File: config.mk
export PLATFORM = sky130hd
export DESIGN_NAME = inst_mem_loadable
export DESIGN_NICKNAME = d
export VERILOG_FILES = /design/src/rtl/inst_mem_pkg.sv /design/src/rtl/inst_mem_array.sv /design/src/rtl/inst_mem_loadable.sv
export SDC_FILE = /design/constraint.sdc
export NUM_CORES = 2
export LEC_CHECK = 0
export ABC_CLOCK_PERIOD_IN_PS = 2500
export BUFFER_PORTS_ARGS = -buffer_cell sky130_fd_sc_hd__buf_2
export CORE_ASPECT_RATIO = 1.25
export CORE_UTILIZATION = 30
export CTS_CLUSTER_SIZE = 25
export DETAILED_ROUTE_END_ITERATION = 10
export GPL_TIMING_DRIVEN = 0
export SYNTH_ARGS = -nofsm -noshare
export SYNTH_HDL_FRONTEND = slang
export SYNTH_SLANG_ARGS = --single-unit
File: constraint.sdc
create_clock -name clk -period 2.5 [get_ports clk]
set_input_delay 0 -clock clk [delete_from_list [all_inputs] [get_ports clk]]
set_output_delay 0 -clock clk [all_outputs]
set_load 0.02 [all_outputs]
File: src/rtl/inst_mem_pkg.sv
// Shared types and helpers for the loadable instruction memory.
// Holds the default fill word, the controller state type and the word-legality check.
package inst_mem_pkg;

    // addi x0,x0,0 : returned for anything that is not a legal, loaded word
    localparam logic [31:0] FILL_WORD_DEF = 32'h0000_0013;

    typedef enum logic [1:0] {
        RUN   = 2'd0,
        DRAIN = 2'd1,
        PROG  = 2'd2
    } state_t;

    function automatic logic word_legal(input logic [1:0] byte_off,
                                        input int unsigned idx,
                                        input int unsigned depth);
        return (byte_off == 2'b00) && (idx < depth);
    endfunction

endpackage

File: src/rtl/inst_mem_array.sv
// DEPTH x 32 instruction storage: one synchronous write port and one registered read port.
// Contents are deliberately not reset; validity is tracked by the owner's written bitmap.
module inst_mem_array #(
    parameter int DEPTH = 64,
    parameter int AW    = 6
) (
    input  logic          clk,
    input  logic          we,
    input  logic [AW-1:0] waddr,
    input  logic [31:0]   wdata,
    input  logic          re,
    input  logic [AW-1:0] raddr,
    output logic [31:0]   rdata
);

    logic [31:0] mem [DEPTH];

    always_ff @(posedge clk) begin
        if (we) begin
            mem[waddr] <= wdata;
        end
        if (re) begin
            rdata <= mem[raddr];
        end
    end

endmodule

File: src/rtl/inst_mem_loadable.sv
// Loadable instruction memory for the fetch stage: pipelined fetch port, boot-loader write
// port, per-word written bitmap and error flagging for misaligned or out-of-range accesses.
//
// state | meaning
// RUN   | fetches accepted, loads rejected
// DRAIN | loader requested, waiting for in-flight fetch responses; nothing accepted
// PROG  | loader owns the memory, fetches refused
module inst_mem_loadable
    import inst_mem_pkg::*;
#(
    parameter int          ADDR_W    = 8,
    parameter int          DEPTH     = 64,
    parameter int          READ_LAT  = 1,
    parameter logic [31:0] FILL_WORD = FILL_WORD_DEF
) (
    input  logic              clk,
    input  logic              rst_n,
    input  logic              prog_mode,
    input  logic              load_we,
    input  logic [ADDR_W-1:0] load_addr,
    input  logic [31:0]       load_data,
    output logic              load_err,
    input  logic              fetch_req,
    input  logic [ADDR_W-1:0] fetch_addr,
    output logic              fetch_ready,
    output logic              fetch_valid,
    output logic [31:0]       fetch_instr,
    output logic              fetch_err,
    output logic              prog_active
);

    localparam int AW = (DEPTH > 1) ? $clog2(DEPTH) : 1;
    localparam int IW = ADDR_W - 2;

    // Assert asynchronously, release two clocks after rst_n rises.
    logic [1:0] rst_sync;
    logic       rst_int_n;

    always_ff @(posedge clk or negedge rst_n) begin
        if (!rst_n) begin
            rst_sync <= 2'b00;
        end else begin
            rst_sync <= {rst_sync[0], 1'b1};
        end
    end

    assign rst_int_n = rst_sync[1];

    state_t          state;
    state_t          state_nxt;
    logic [IW-1:0]   f_idx;
    logic [IW-1:0]   l_idx;
    logic [AW-1:0]   f_widx;
    logic [AW-1:0]   l_widx;
    logic            f_legal;
    logic            l_legal;
    logic            fetch_acc;
    logic            load_ok;
    logic            drain_busy;
    logic            in_flight;
    logic [DEPTH-1:0] written;
    logic            v1;
    logic            err1;
    logic            use1;
    logic [31:0]     rdata;
    logic [31:0]     instr1;

    assign f_idx   = fetch_addr[ADDR_W-1:2];
    assign l_idx   = load_addr[ADDR_W-1:2];
    assign f_widx  = fetch_addr[AW+1:2];
    assign l_widx  = load_addr[AW+1:2];
    assign f_legal = word_legal(fetch_addr[1:0], 32'(f_idx), DEPTH);
    assign l_legal = word_legal(load_addr[1:0], 32'(l_idx), DEPTH);

    assign fetch_acc = fetch_req && fetch_ready;
    assign load_ok   = load_we && (state == PROG) && l_legal;
    assign in_flight = fetch_acc || drain_busy;

    always_ff @(posedge clk or negedge rst_int_n) begin
        if (!rst_int_n) begin
            state <= RUN;
        end else begin
            state <= state_nxt;
        end
    end

    always_comb begin
        state_nxt   = state;
        fetch_ready = 1'b0;
        prog_active = 1'b0;
        unique case (state)
            RUN: begin
                fetch_ready = rst_int_n;
                if (prog_mode) begin
                    state_nxt = in_flight ? DRAIN : PROG;
                end
            end
            DRAIN: begin
                if (!drain_busy) begin
                    state_nxt = PROG;
                end
            end
            PROG: begin
                prog_active = 1'b1;
                if (!prog_mode) begin
                    state_nxt = RUN;
                end
            end
            default: state_nxt = RUN;
        endcase
    end

    always_ff @(posedge clk or negedge rst_int_n) begin
        if (!rst_int_n) begin
            written  <= '0;
            load_err <= 1'b0;
        end else begin
            load_err <= load_we && !load_ok;
            if (load_ok) begin
                written[l_widx] <= 1'b1;
            end
        end
    end

    inst_mem_array #(
        .DEPTH (DEPTH),
        .AW    (AW)
    ) u_array (
        .clk   (clk),
        .we    (load_ok),
        .waddr (l_widx),
        .wdata (load_data),
        .re    (fetch_acc && f_legal),
        .raddr (f_widx),
        .rdata (rdata)
    );

    always_ff @(posedge clk or negedge rst_int_n) begin
        if (!rst_int_n) begin
            v1   <= 1'b0;
            err1 <= 1'b0;
            use1 <= 1'b0;
        end else begin
            v1 <= fetch_acc;
            if (fetch_acc) begin
                err1 <= !f_legal;
                use1 <= f_legal && written[f_widx];
            end
        end
    end

    // use1 low (reset, unwritten, illegal) forces the fill word past the unreset array read
    assign instr1 = use1 ? rdata : FILL_WORD;

    generate
        if (READ_LAT == 2) begin : g_lat2
            logic        v2;
            logic        err2;
            logic [31:0] instr2;

            always_ff @(posedge clk or negedge rst_int_n) begin
                if (!rst_int_n) begin
                    v2     <= 1'b0;
                    err2   <= 1'b0;
                    instr2 <= FILL_WORD;
                end else begin
                    v2 <= v1;
                    if (v1) begin
                        err2   <= err1;
                        instr2 <= instr1;
                    end
                end
            end

            assign fetch_valid = v2;
            assign fetch_err   = err2;
            assign fetch_instr = instr2;
            assign drain_busy  = v1;
        end else begin : g_lat1
            assign fetch_valid = v1;
            assign fetch_err   = err1;
            assign fetch_instr = instr1;
            assign drain_busy  = 1'b0;
        end
    endgenerate

endmodule
### After elaboration in Yosys (flattened, before gate mapping)

Memory sizes are Yosys's and may differ from the RTL's. A register that Yosys moved wholly into a read port is not among the register bits.
Index checks and enable logic that the tools add are counted.

| cells by class | value |
|---|---|
| bitwise logic cells | 1 |
| reductions and logical operators | 13 |
| equality and inequality tests | 4 |
| mux-type cells | 13 |
| $lt $le $gt $ge | 3 |

Operators by type and width:

| kind | count |
|---|---|
| $or A64 B64 Y64 | 1 |
| $mux W32 | 1 |
| $lt A6 B7 Y1 const B | 2 |
| $logic_and A1 B1 Y1 | 7 |
| $bmux W1 S6 | 1 |
| $demux W1 S6 | 1 |
| $ge A6 B1 Y1 const B | 1 |
| $logic_not A2 Y1 | 3 |
| $mux W1 | 6 |
| $mux W2 | 3 |
| $pmux W2 S3 | 1 |
| $ne A2 B2 Y1 const B | 2 |
| $eq A2 B1 Y1 const B | 1 |
| $eq A2 B2 Y1 const B | 1 |
| $logic_not A1 Y1 | 2 |
| $reduce_and A2 Y1 | 1 |

| storage, ports and cells | value |
|---|---|
| flip-flop bits (word level) | 72 |
| input bits | 53 |
| memories | 1 |
| word-level logic and storage cells | 42 |
| output and inout bits | 37 |
| bits in writable memories | 2048 |

Memory list:

| name | depth | width | read ports | clocked after memory_dff | write ports | RTL line | text |
|---|---|---|---|---|---|---|---|
| u_array.mem | 64 | 32 | 1 | 1 | 1 | inst_mem_array.sv:16 | `logic [31:0] mem [DEPTH];` |

### Longest topological paths before layout

| depth | value |
|---|---|
| word-level depth | 6 |
| depth in mapped cells | 11 |
| depth with buffers taken out | 7 |

### By module

Synthesis repeated with hierarchy kept, for this count alone.

| unflattened totals | value |
|---|---|
| cells, all modules | 3584 |
| area, all modules | 82107.5 µm² |

Modules (own cells, without submodules):

| module | times used | area an instance (µm²) | sequential area each (µm²) | cells an instance |
|---|---|---|---|---|
| inst_mem_array | 1 | 78835.6 | 62459.9 | 3324 |
| inst_mem_loadable | 1 | 3271.9 | 1801.7 | 260 |

### Worst setup path before layout

No wires, ideal clock.

| timing path | value |
|---|---|
| path kind | flip-flop to flip-flop |
| start | register rst_sync[1] |
| end | register u_array.rdata[0] (read register of u_array.mem) (enable) |
| data required time | 2.113 ns |
| path slack | -1.434 ns |
| stages on the path, launching flop included | 6 |
| buffers on the path | 0 |
| arrival | 3.546 ns |
| library setup time | 0.387 ns |
| clock period less this slack | 3.934 ns |
| cell sequence | dfrtp_1 -> nor3b_1 -> nand2_1 -> inv_1 -> nand2_1 -> inv_1 |

| between the ends | value |
|---|---|
| longest elaborated chain between the ends | 3 |

RTL lines:

| element | RTL line | text |
|---|---|---|
| start: declaration | inst_mem_loadable.sv:36 | `logic [1:0] rst_sync;` |
| start signal: assignment | inst_mem_loadable.sv:43 | `rst_sync <= {rst_sync[0], 1'b1};` |
| $mux W1 | inst_mem_loadable.sv:91 | `unique case (state)` |
| net fetch_ready | inst_mem_loadable.sv:25 | `output logic fetch_ready,` |
| $logic_and A1 B1 Y1 | inst_mem_loadable.sv:75 | `assign fetch_acc = fetch_req && fetch_ready;` |
| net fetch_acc | inst_mem_loadable.sv:57 | `logic fetch_acc;` |
| $logic_and A1 B1 Y1 | inst_mem_loadable.sv:133 | `.re (fetch_acc && f_legal),` |
| net u_array.re | inst_mem_array.sv:11 | `input logic re,` |
| end: declaration | inst_mem_array.sv:13 | `output logic [31:0] rdata` |

The timed path passes the listed nets, and every way through them passes these cells.
A chain may end at the register's enable or synchronous reset.

==> metrics <==
Yosys reg bits=2152; Required @ worst endpoint=3210 ps; Leakage=31.1 nW; Post-route DRC=0; overflow left after global routing=0; # H-tree levels=4; Crit Path Class=primary input to register; reg-to-reg slack, setup=30 ps; chip width=469 um; cell count after synthesis=3442; register area share after synthesis=78.5%; setup ws final=-21.6 ps; IO Count=90; post-synth top area share=76.3%; Sw Ratio=21.6%; Comb power frac=5.4%; DR vias=41000; worst min path class=primary input to register; cell taking the most area after synthesis=edfxtp_1; CTS sink cnt=2152; Mapped Nets=3495; detailed placement HPWL=152 mm; worst r2r dst=state[0]; Clk pwr share=41.1%; vias in the first global route=40900; Reg clk slew, reported paths=70 ps; relative slew slack=0.533%; P_sw=16.1 mW; Crit. End Element=register; area delta synth->final=20.2%; nets=4074; clock skew=76.1 ps; CP Max Fanout=10; Startpoint Class=primary input; violated checks=setup timing; Worst R2R Start=rst_sync[1]; setup TNS=-28.5 ps; Std-Cell Rows=214; final wirelength=249 mm; Filler Cell Count=24500; detailed-route wire length per cell=32.1 um; Initial DRC Count=5292; Pint=58.2 mW; status=finished with violations; initial antenna violation count=32; Hold Path Depth=1; Hold EP=u_array.mem[19][8]; Non-Filler Instances=7762; Inst Count DP=7149; Post-synth EDFFs=2080; largest net degree at the start of global routing=65; Avg Inst Size Synth=23.8 um2; worst setup path start=fetch_addr[4]; Async SR Flop Fraction=3.35%; die area=0.275 mm2; routed vias/inst=5.28; RSZ-0062 raised after global routing=true; final setup fails=2; worst r2r path cells=7; dpl ws=-1550 ps; Max VDD drop=593 uV; Initial Util=30.1%; PD cells=755 mW/mm2; core area=0.272 mm2; Root Driver=clkbuf_16; maxcap violations=0; Die Y=586 um; HP Start=load_data[8]; Num CTS Buffers=204; final slew viol count=0; CTS tree=built; Seq pwr share=53.5%; GP Congestion=0.867; drt pass-1 iters=8; final period utilization=101%; synth top area cells=edfxtp_1 76%, mux4_2 16%, dfrtp_1 2.2%, mux2i_1 0.81%, a22oi_1 0.53%; synthesized cell area=0.0819 mm2; fraction of layout cells with a size suffix above 1=35.3%; overall routing resource usage=17.6%; ANT nets after route=0; port bufs=80; CTS max path bufs=4; Max Clk Rate=397 MHz; post-synth cell types=42; Ys Warns=0; worst skew pair latency=870 ps; first-pass GRT wire length=337 mm; fin util=36.2%; post-route cell area=0.0984 mm2; Synth Flop Type=edfxtp_1; final hold vios=0; Worst Tran Pin Value=1490 ps; WP data arrival=3230 ps; fin crit period=2520 ps; DP Area=0.0885 mm2
-- worst max path at each step --
stage	to	slack (ps)	depth (start not counted)
CTS	u_array.rdata[20]	-90	7
detailed placement	u_array.rdata[17]	-1550	7
finish	u_array.rdata[20]	-20	7
global route	u_array.mem[38][15]	-40	11
global placement	u_array.rdata[31]	-2710	5
floorplan	u_array.mem[16][0]	-140	4
-- critical path: stages --
cell and delay, ps:
buf_2 220, clkdlybuf4s15_1 760, nor2_2 870, clkbuf_1 470, a22oi_1 250, nand3_1 330, o211a_1 290
-- cells in the final DEF (no fill, tap or decap), types with 4 or more instances in the layout --
cell type      netlist  final
o211a_1             13     13
buf_6               15     24
clkbuf_1            77     97
edfxtp_1          2080   2080
clkinv_2             0     43
diode_2              0     16
a221oi_1            37     31
buf_8                1      5
clkinv_1             1     45
nor2_4               0     72
clkbuf_2             0     17
buf_2               59    131
dfrtp_1             72     70
nor2b_1              4      4
or2_2               66     66
a221oi_2             0      6
buf_16               0     13
a22oi_1             58     58
dlygate4sd3_1        0     38
buf_1               20     14
buf_12               0    131
clkbuf_16            0    216
inv_1                6      4
nor2_2               1      4
nand2b_1             5      5
nand2_1             64     61
nand3b_1             5      5
buf_4                9     97
clkinvlp_4           0     11
nor2_1              87     19
o2111ai_1           13     13
o21ai_0             13     13
nand3_1             20     18
and2_1              31     31
mux2i_1             66     66
clkbuf_8             0      5
a22o_1               6      6
mux4_2             593    593
bufinv_16            0     19
-- per-layer routing --
metal / share of wire (%) / global-route usage (%) / up-vias
li1: - / - / 15900
met3: 9.1 / 3.94 / 517
met5: 0.056 / 0 / -
met2: 49 / 29.6 / 2196
met4: 5.4 / 8.52 / 22
met1: 36 / 21.5 / 22300
-- final cells by class --
| class | count | area (um2) | share of cell area (%) |
|---|---|---|---|
| clock buffer | 247 | 5350 | 5.44 |
| buffer | 180 | 980 | 0.996 |
| inverter | 8 | 37.5 | 0.0382 |
| antenna | 16 | 40.0 | 0.0407 |
| timing repair buffer | 366 | 4810 | 4.89 |
| multi-input combinational | 1108 | 17300 | 17.6 |
| tap | 3564 | 4460 | 4.53 |
| timing repair inverter | 1 | 7.51 | 0.00763 |
| clock inverter | 120 | 1080 | 1.10 |
| sequential | 2152 | 64300 | 65.3 |
-- power by group through the flow --
| stage | logic, mW | clock network (mW) | registers [mW] |
|---|---|---|---|
| after floorplan | 1.91 | 0 | 40.4 |
| after global placement | 3.77 | 0 | 40.5 |
| after detailed placement | 3.86 | 0 | 40.5 |
| after CTS | 3.98 | 30.9 | 39.7 |
| after global routing | 4.17 | 32.1 | 39.7 |
| final | 4.03 | 30.5 | 39.7 |
-- flip-flops by register name, summed over array words and instances, names as in the netlist --
name           count
u_array.mem     2048
written           64
u_array.rdata     32
rst_sync           2
state              2
fetch_err          1
fetch_valid        1
load_err           1
use1               1
-- Yosys cell counts (2+ instances only) --
library cell / number
mux4_2: 593
and2_1: 31
nand3_1: 20
buf_2: 59
a22oi_1: 58
a221oi_1: 37
a22o_1: 6
buf_6: 15
dfrtp_1: 72
nand2_1: 64
or3b_2: 4
nand3b_1: 5
nor3_1: 2
nor3b_1: 2
nor2b_1: 4
o211a_1: 13
mux2i_1: 66
or2_2: 66
nor2_1: 87
o21ai_0: 13
clkbuf_1: 77
buf_1: 20
buf_4: 9
o2111ai_1: 13
edfxtp_1: 2080
inv_1: 6
nand2b_1: 5
-- timing repair --
item | CTS | global route
gates resized for setup | 56 | 33
pin swaps | 73 | 7
setup endpoints to repair | 2182 | 691
hold buffers | 27 | 11
hold endpoints to repair | 895 | 677
cloned | 15 | 10
buffers inserted | 155 | 11
-- per-stage QoR --
step	hold slack, ps	power [mW]
floorplan	-296	42.3
global placement	-207	44.2
detailed placement	-205	44.3
CTS	2.54	74.5
global route	40.6	75.9
finish	22.4	74.2
-- logic make-up after synthesis --
family	after synthesis	synth area share [%]
flip-flops	2152	78.5
multiplexers	659	17.1
buffers and inverters	189	1.15
AO/OA/AOI/OAI	146	1.43
other	1	0.00458
AND/OR/NAND/NOR	295	1.79
No activity file was read; power rests on OpenSTA's default activity.
